===== config.mk =====
export PLATFORM = sky130hd
export DESIGN_NAME = seq_fifo_8x8b_rf_ctrl
export DESIGN_NICKNAME = d
export VERILOG_FILES = /design/src/rtl/seq_fifo_pkg.sv /design/src/rtl/seq_ptr_wrap.sv /design/src/rtl/seq_fifo_8x8b_rf_ctrl.sv
export SDC_FILE = /design/constraint.sdc
export NUM_CORES = 1
export LEC_CHECK = 0
export CAP_MARGIN = 25
export CORE_MARGIN = 3
export CORE_UTILIZATION = 31
export CTS_CLUSTER_DIAMETER = 50
export DETAILED_ROUTE_END_ITERATION = 7
export GPL_TIMING_DRIVEN = 0
export HOLD_SLACK_MARGIN = 0.1
export PLACE_DENSITY = 0.75
export SYNTH_ARGS = -nofsm -noshare
export SYNTH_HDL_FRONTEND = slang
export SYNTH_HIERARCHICAL = 1
export SYNTH_SLANG_ARGS = --single-unit

===== constraint.sdc =====
create_clock -name clk -period 2.1 [get_ports clk]
set_input_delay 0.42 -clock clk [delete_from_list [all_inputs] [get_ports clk]]
set_output_delay 0.42 -clock clk [all_outputs]
set_load 0.01 [all_outputs]

===== src/rtl/seq_fifo_pkg.sv =====
// Shared sizes and types for the register-file-backed queue controller.
// Imported by the pointer sub-module and the controller top.
package seq_fifo_pkg;
  localparam int NENTRIES = 8;
  localparam int NBITS    = 8;
  localparam int ADDR_W   = 3;
  localparam int CNT_W    = 4;

  typedef logic [ADDR_W-1:0] addr_t;
  typedef logic [CNT_W-1:0]  cnt_t;
endpackage


===== src/rtl/seq_ptr_wrap.sv =====
// Wrapping queue pointer: register, increment enable, natural wrap.
// Ports: clk, reset_n (async, low), inc, ptr.
module seq_ptr_wrap
  import seq_fifo_pkg::*;
(
  input  logic  clk,
  input  logic  reset_n,
  input  logic  inc,
  output addr_t ptr
);

  always_ff @(posedge clk or negedge reset_n) begin
    if (!reset_n) begin
      ptr <= '0;
    end else if (inc) begin
      ptr <= ptr + addr_t'(1);
    end
  end

endmodule


===== src/rtl/seq_fifo_8x8b_rf_ctrl.sv =====
// Queue controller over an external 1R/1W register file with forwarding.
// Ports: enq/deq val-rdy streams, rf read/write ports, count, flags.
module seq_fifo_8x8b_rf_ctrl
  import seq_fifo_pkg::*;
#(
  parameter int NBITS        = seq_fifo_pkg::NBITS,
  parameter int NENTRIES     = seq_fifo_pkg::NENTRIES,
  parameter int AFULL_THRESH = 6
) (
  input  logic              clk,
  input  logic              reset_n,
  input  logic              enq_val,
  output logic              enq_rdy,
  input  logic [NBITS-1:0]  enq_msg,
  output logic              deq_val,
  input  logic              deq_rdy,
  output logic [NBITS-1:0]  deq_msg,
  output logic [ADDR_W-1:0] rf_read_addr,
  input  logic [NBITS-1:0]  rf_read_data,
  output logic              rf_write_en,
  output logic [ADDR_W-1:0] rf_write_addr,
  output logic [NBITS-1:0]  rf_write_data,
  output logic [CNT_W-1:0]  count,
  output logic              almost_full,
  output logic              err_ovf,
  output logic              err_unf
);

  logic  enq_fire;
  logic  deq_fire;
  cnt_t  count_nxt;
  addr_t head;
  addr_t tail;

  // enq_rdy looks only at count, never at deq_rdy
  assign enq_rdy  = (count != cnt_t'(NENTRIES));
  assign deq_val  = (count != '0);
  assign enq_fire = enq_val & enq_rdy;
  assign deq_fire = deq_val & deq_rdy;

  assign deq_msg       = rf_read_data;
  assign rf_read_addr  = head;
  assign rf_write_addr = tail;
  assign rf_write_en   = enq_fire;
  assign rf_write_data = enq_msg;

  seq_ptr_wrap u_head (
    .clk     (clk),
    .reset_n (reset_n),
    .inc     (deq_fire),
    .ptr     (head)
  );

  seq_ptr_wrap u_tail (
    .clk     (clk),
    .reset_n (reset_n),
    .inc     (enq_fire),
    .ptr     (tail)
  );

  always_comb begin
    count_nxt = count + cnt_t'(enq_fire) - cnt_t'(deq_fire);
  end

  always_ff @(posedge clk or negedge reset_n) begin
    if (!reset_n) begin
      count       <= '0;
      almost_full <= 1'b0;
      err_ovf     <= 1'b0;
      err_unf     <= 1'b0;
    end else begin
      count       <= count_nxt;
      // registered from next count so it moves with count
      almost_full <= (count_nxt >= cnt_t'(AFULL_THRESH));
      err_ovf     <= err_ovf | (enq_val & ~enq_rdy);
      err_unf     <= err_unf | (deq_rdy & ~deq_val);
    end
  end

endmodule


==> summary.md, run 1 <==
### Global routing
* 14 — largest net degree at the start of global routing
* 740 — number of global-route vias before repair
* 0 — total congestion overflow
* 0 — initial antenna violation count
* 2.967 mm — global-route wire length before repair
* 11.96% — global-route usage over all layers

### STA
* 2.078 ns — Tmin final
* 0 — final number of max-transition violations
* 0.5808 ns — Tightest Pin Transition
* 61.16% — worst slew margin relative to its limit
* 0 — Finish-stage setup viols
* 0.4808 ns — Fin Hold WS
* 0.004381 ns — Clock Skew
* 0.02190 ns — worst-case setup margin in the final layout
* true — unrepaired setup endpoints after global routing
* 0 — final hold violations
* 481.2 MHz — f_max
* 98.96% — crit share post-route

### Power and ir drop
* 0.9803 mV — peak supply drop
* 37.10% — net switching fraction of the power
* 1472 mW/mm^2 — cell area power density
* 67.5% — share of total power in combinational logic
* 0.7400 mW — switching power total
* 0.6316 nW — leakage power figure
* 7.7% — Clk network pwr share
* 1.255 mW — internal power consumption
* 24.8% — sequential cell fraction of total power

### Critical path
* flop — startpoint kind of the worst setup timing path
* 4 — total buffers and inverters traversed by the critical path
* inv_2 -> ha_4 -> nand2_4 -> and2_4 -> ha_4 -> inv_4 -> ha_4 -> inv_2 -> fa_2 -> inv_2 -> nand2_2 -> o211ai_1 — cell chain of the critical path
* 2.22 ns — signal arrival time at the worst endpoint
* fa_2 — Crit-path slowest cell
* 2.25 ns — critical path required time
* 0.52 ns — Worst path max stage delay
* reg -> reg — critical path type
* 3 — critical path peak fanout
* adder cells — cell family with most CP delay
* flop — kind of end point of the critical path

### Die
* 33.64% — initial cell density of the core
* 17 — number of cell rows
* 0.003102 mm^2 — area enclosed by the die boundary
* 52 — number of I/O pins
* 0.002276 mm^2 — area inside the core boundary
* 55.70 um — die boundary width
* 55.70 um — overall die height

### Logic synthesis
* 98 — total nets after synthesis
* 100.0% — share of synthesized registers carrying an async set or reset
* dfrtp_1 — dominant synthesized flop cell
* 16 x buf_4, 13 x dfrtp_1, 8 x ha_1, 8 x inv_1, 5 x nand2_1 — Synth top cells by count
* 765.7 um^2 — post-synthesis instance area
* 0 — count of flip-flops with a built-in enable after synthesis
* dfrtp_1 42%, buf_4 16%, ha_1 13%, inv_1 3.9%, mux2_4 3.9% — most area-consuming cells after synthesis
* 69 — number of instances in the synthesized netlist
* 42.48% — share of Yosys cell area claimed by the top area cell type
* 6 — yosys synthesis warning count
* dfrtp_1 — post-synthesis cell type with the largest combined area
* 11.10 um^2 — post-synthesis average cell area
* 42.48% — Seq/Total Area, Yosys
* buf_4 — leading cell type by number of instances after synthesis
* 17 — post-synth cell types
* 13 — Seq cells post-synth

### Place
* 1.392 mm — Detailed Place HPWL
* 35 — Port Buffer Count
* -0.3612 ns — DP Worst Slack
* 0.7544 — routability cong.

### Routing
* 12.01 um — post-DR wirelength/cell
* 0 — residual DRC count
* 4.347 — number of vias per cell
* 13 — number of DRC markers after the initial detailed-route iteration
* 4 — number of optimization iterations in the first detailed-route pass
* 652 — total via count after detailed routing
* 0 — number of nets with antenna violations after routing
* 1.802 mm — detailed-route wire length

### Worst hold path
* reg -> reg — path class of the lowest-slack min-delay path

### Clocking
* 0.27 ns — clock latency on the worst-skew pair
* 1 — CTS HTree Levels
* clkbuf_4 — library cell used as clock root buffer
* 3 — CTS Buf Count
* 13 — Sinks on Clock Net
* 2 — maximum clock path buffer count
* 0.08 ns — CTS clk-pin slew, worst paths
* 0 — Post-CTS Hold Buffers
* yes — clock tree from TritonCTS

### Job
* 0 — max-capacitance violation count

### Layout
* 194 — number of filler instances in the final layout
* 44.26% — fraction of layout instances using a drive strength above 1
* 0 — # diodes
* 152 — net count of the finished layout
* 76.96% — Area growth, synth to finish

### Outcome
* complete, no violations — run status

==> cell families (layout without fill, tap and decap cells) <==
group	after synthesis	in the layout	synth area share [%]
DFF	13	13	42.48
AOI/OAI and AO/OA	7	7	7.190
and+or+nand+nor	9	9	5.392
xor gates and xnor gates	5	5	5.720
muxes	2	2	3.922
buffers and inverters	24	77	19.61
adders and majority gates	9	9	15.69
==> cell type report <==
| class | count | area (um^2) | share of cell area [%] |
|---|---|---|---|
| Inverter | 8 | 32.53 | 2.401 |
| Tap cell | 28 | 35.03 | 2.585 |
| Multi-Input combinational cell | 32 | 357.8 | 26.41 |
| Sequential cell | 13 | 326.6 | 24.10 |
| Buffer | 16 | 120.1 | 8.864 |
| Clock buffer | 4 | 26.28 | 1.939 |
| Timing Repair Buffer | 49 | 456.7 | 33.70 |
==> per-stage QoR <==
step	area, um^2	power [mW]	std cells	util (%)	setup TNS, ns
after CTS	1310	1.908	146	57.56	0
after global placement	1199	1.539	132	52.67	-0.5648
after global routing	1355	2.152	150	59.54	-0.06184
after floorplan	813.3	1.137	69	-	0
final	1355	1.995	150	59.54	0
after detailed placement	1199	1.592	132	52.67	-0.7615
==> cell usage in the layout (no fill, tap or decap), types with 2 or more instances in the layout <==
master,n
dfrtp_1,12
inv_1,3
a31o_2,2
clkdlybuf4s50_1,33
inv_2,4
o21ai_0,2
ha_1,5
xnor2_1,2
mux2_4,2
buf_4,30
clkbuf_4,3
xor2_1,2
ha_4,3
and2_4,2
nand2_1,3
==> state kept, by name, summed over array words and instances (netlist names) <==
signal and flops:
almost_full 1, err_unf 1, u_tail/ptr 3, err_ovf 1, u_head/ptr 3, count 4
==> power groups by stage <==
stage               Combinational, mW  Sequential, mW  Clock [mW]
finish                           1.35           0.495       0.153
global route                     1.46           0.512       0.178
CTS                              1.25           0.496       0.164
detailed placement               1.07           0.517           0
global placement                 1.03           0.512           0
floorplan                       0.573           0.564           0
==> timing repair <==
action | 4_1_cts | 5_1_grt
pin swaps | 3 | 4
endpoints found under the setup margin | 2 | 3
resized for setup | 5 | 4
setup buffers | 10 | 4
endpoints found under the hold margin | 0 | 0
==> metal layers <==
metal,wire (um),vias up,GRT usage (%)
met3,151,2,5.336
met1,687,307,11.75
li1,-,308,-
met4,9,0,1.736
met2,953,35,23.14
met5,0,-,0
==> final timing paths <==
kind                       slack [ns]  depth (start not counted)          startpoint               endpoint
max reg2reg                      0.02                         12  count[2]$_DFF_PN0_  almost_full$_DFF_PN0_
max in group asynchronous        1.18                          1             reset_n     count[1]$_DFF_PN0_
max                              0.02                         12  count[2]$_DFF_PN0_  almost_full$_DFF_PN0_
min in group asynchronous        0.51                          1             reset_n     count[2]$_DFF_PN0_
min                              0.48                          1   err_ovf$_DFF_PN0_      err_ovf$_DFF_PN0_
min reg2reg                      0.48                          1   err_ovf$_DFF_PN0_      err_ovf$_DFF_PN0_
No activity file was read; power rests on OpenSTA's default activity.
==> inputs of run 2 (changes only) <==
--- a/config.mk
+++ b/config.mk
@@ -13,6 +13,7 @@
 export GPL_TIMING_DRIVEN = 0
 export HOLD_SLACK_MARGIN = 0.1
 export PLACE_DENSITY = 0.75
+export SLEW_MARGIN = 25
 export SYNTH_ARGS = -nofsm -noshare
 export SYNTH_HDL_FRONTEND = slang
 export SYNTH_HIERARCHICAL = 1
==> results of run 2 <==
Same layout as run 1: the final DEF is identical, and so are final timing and power.
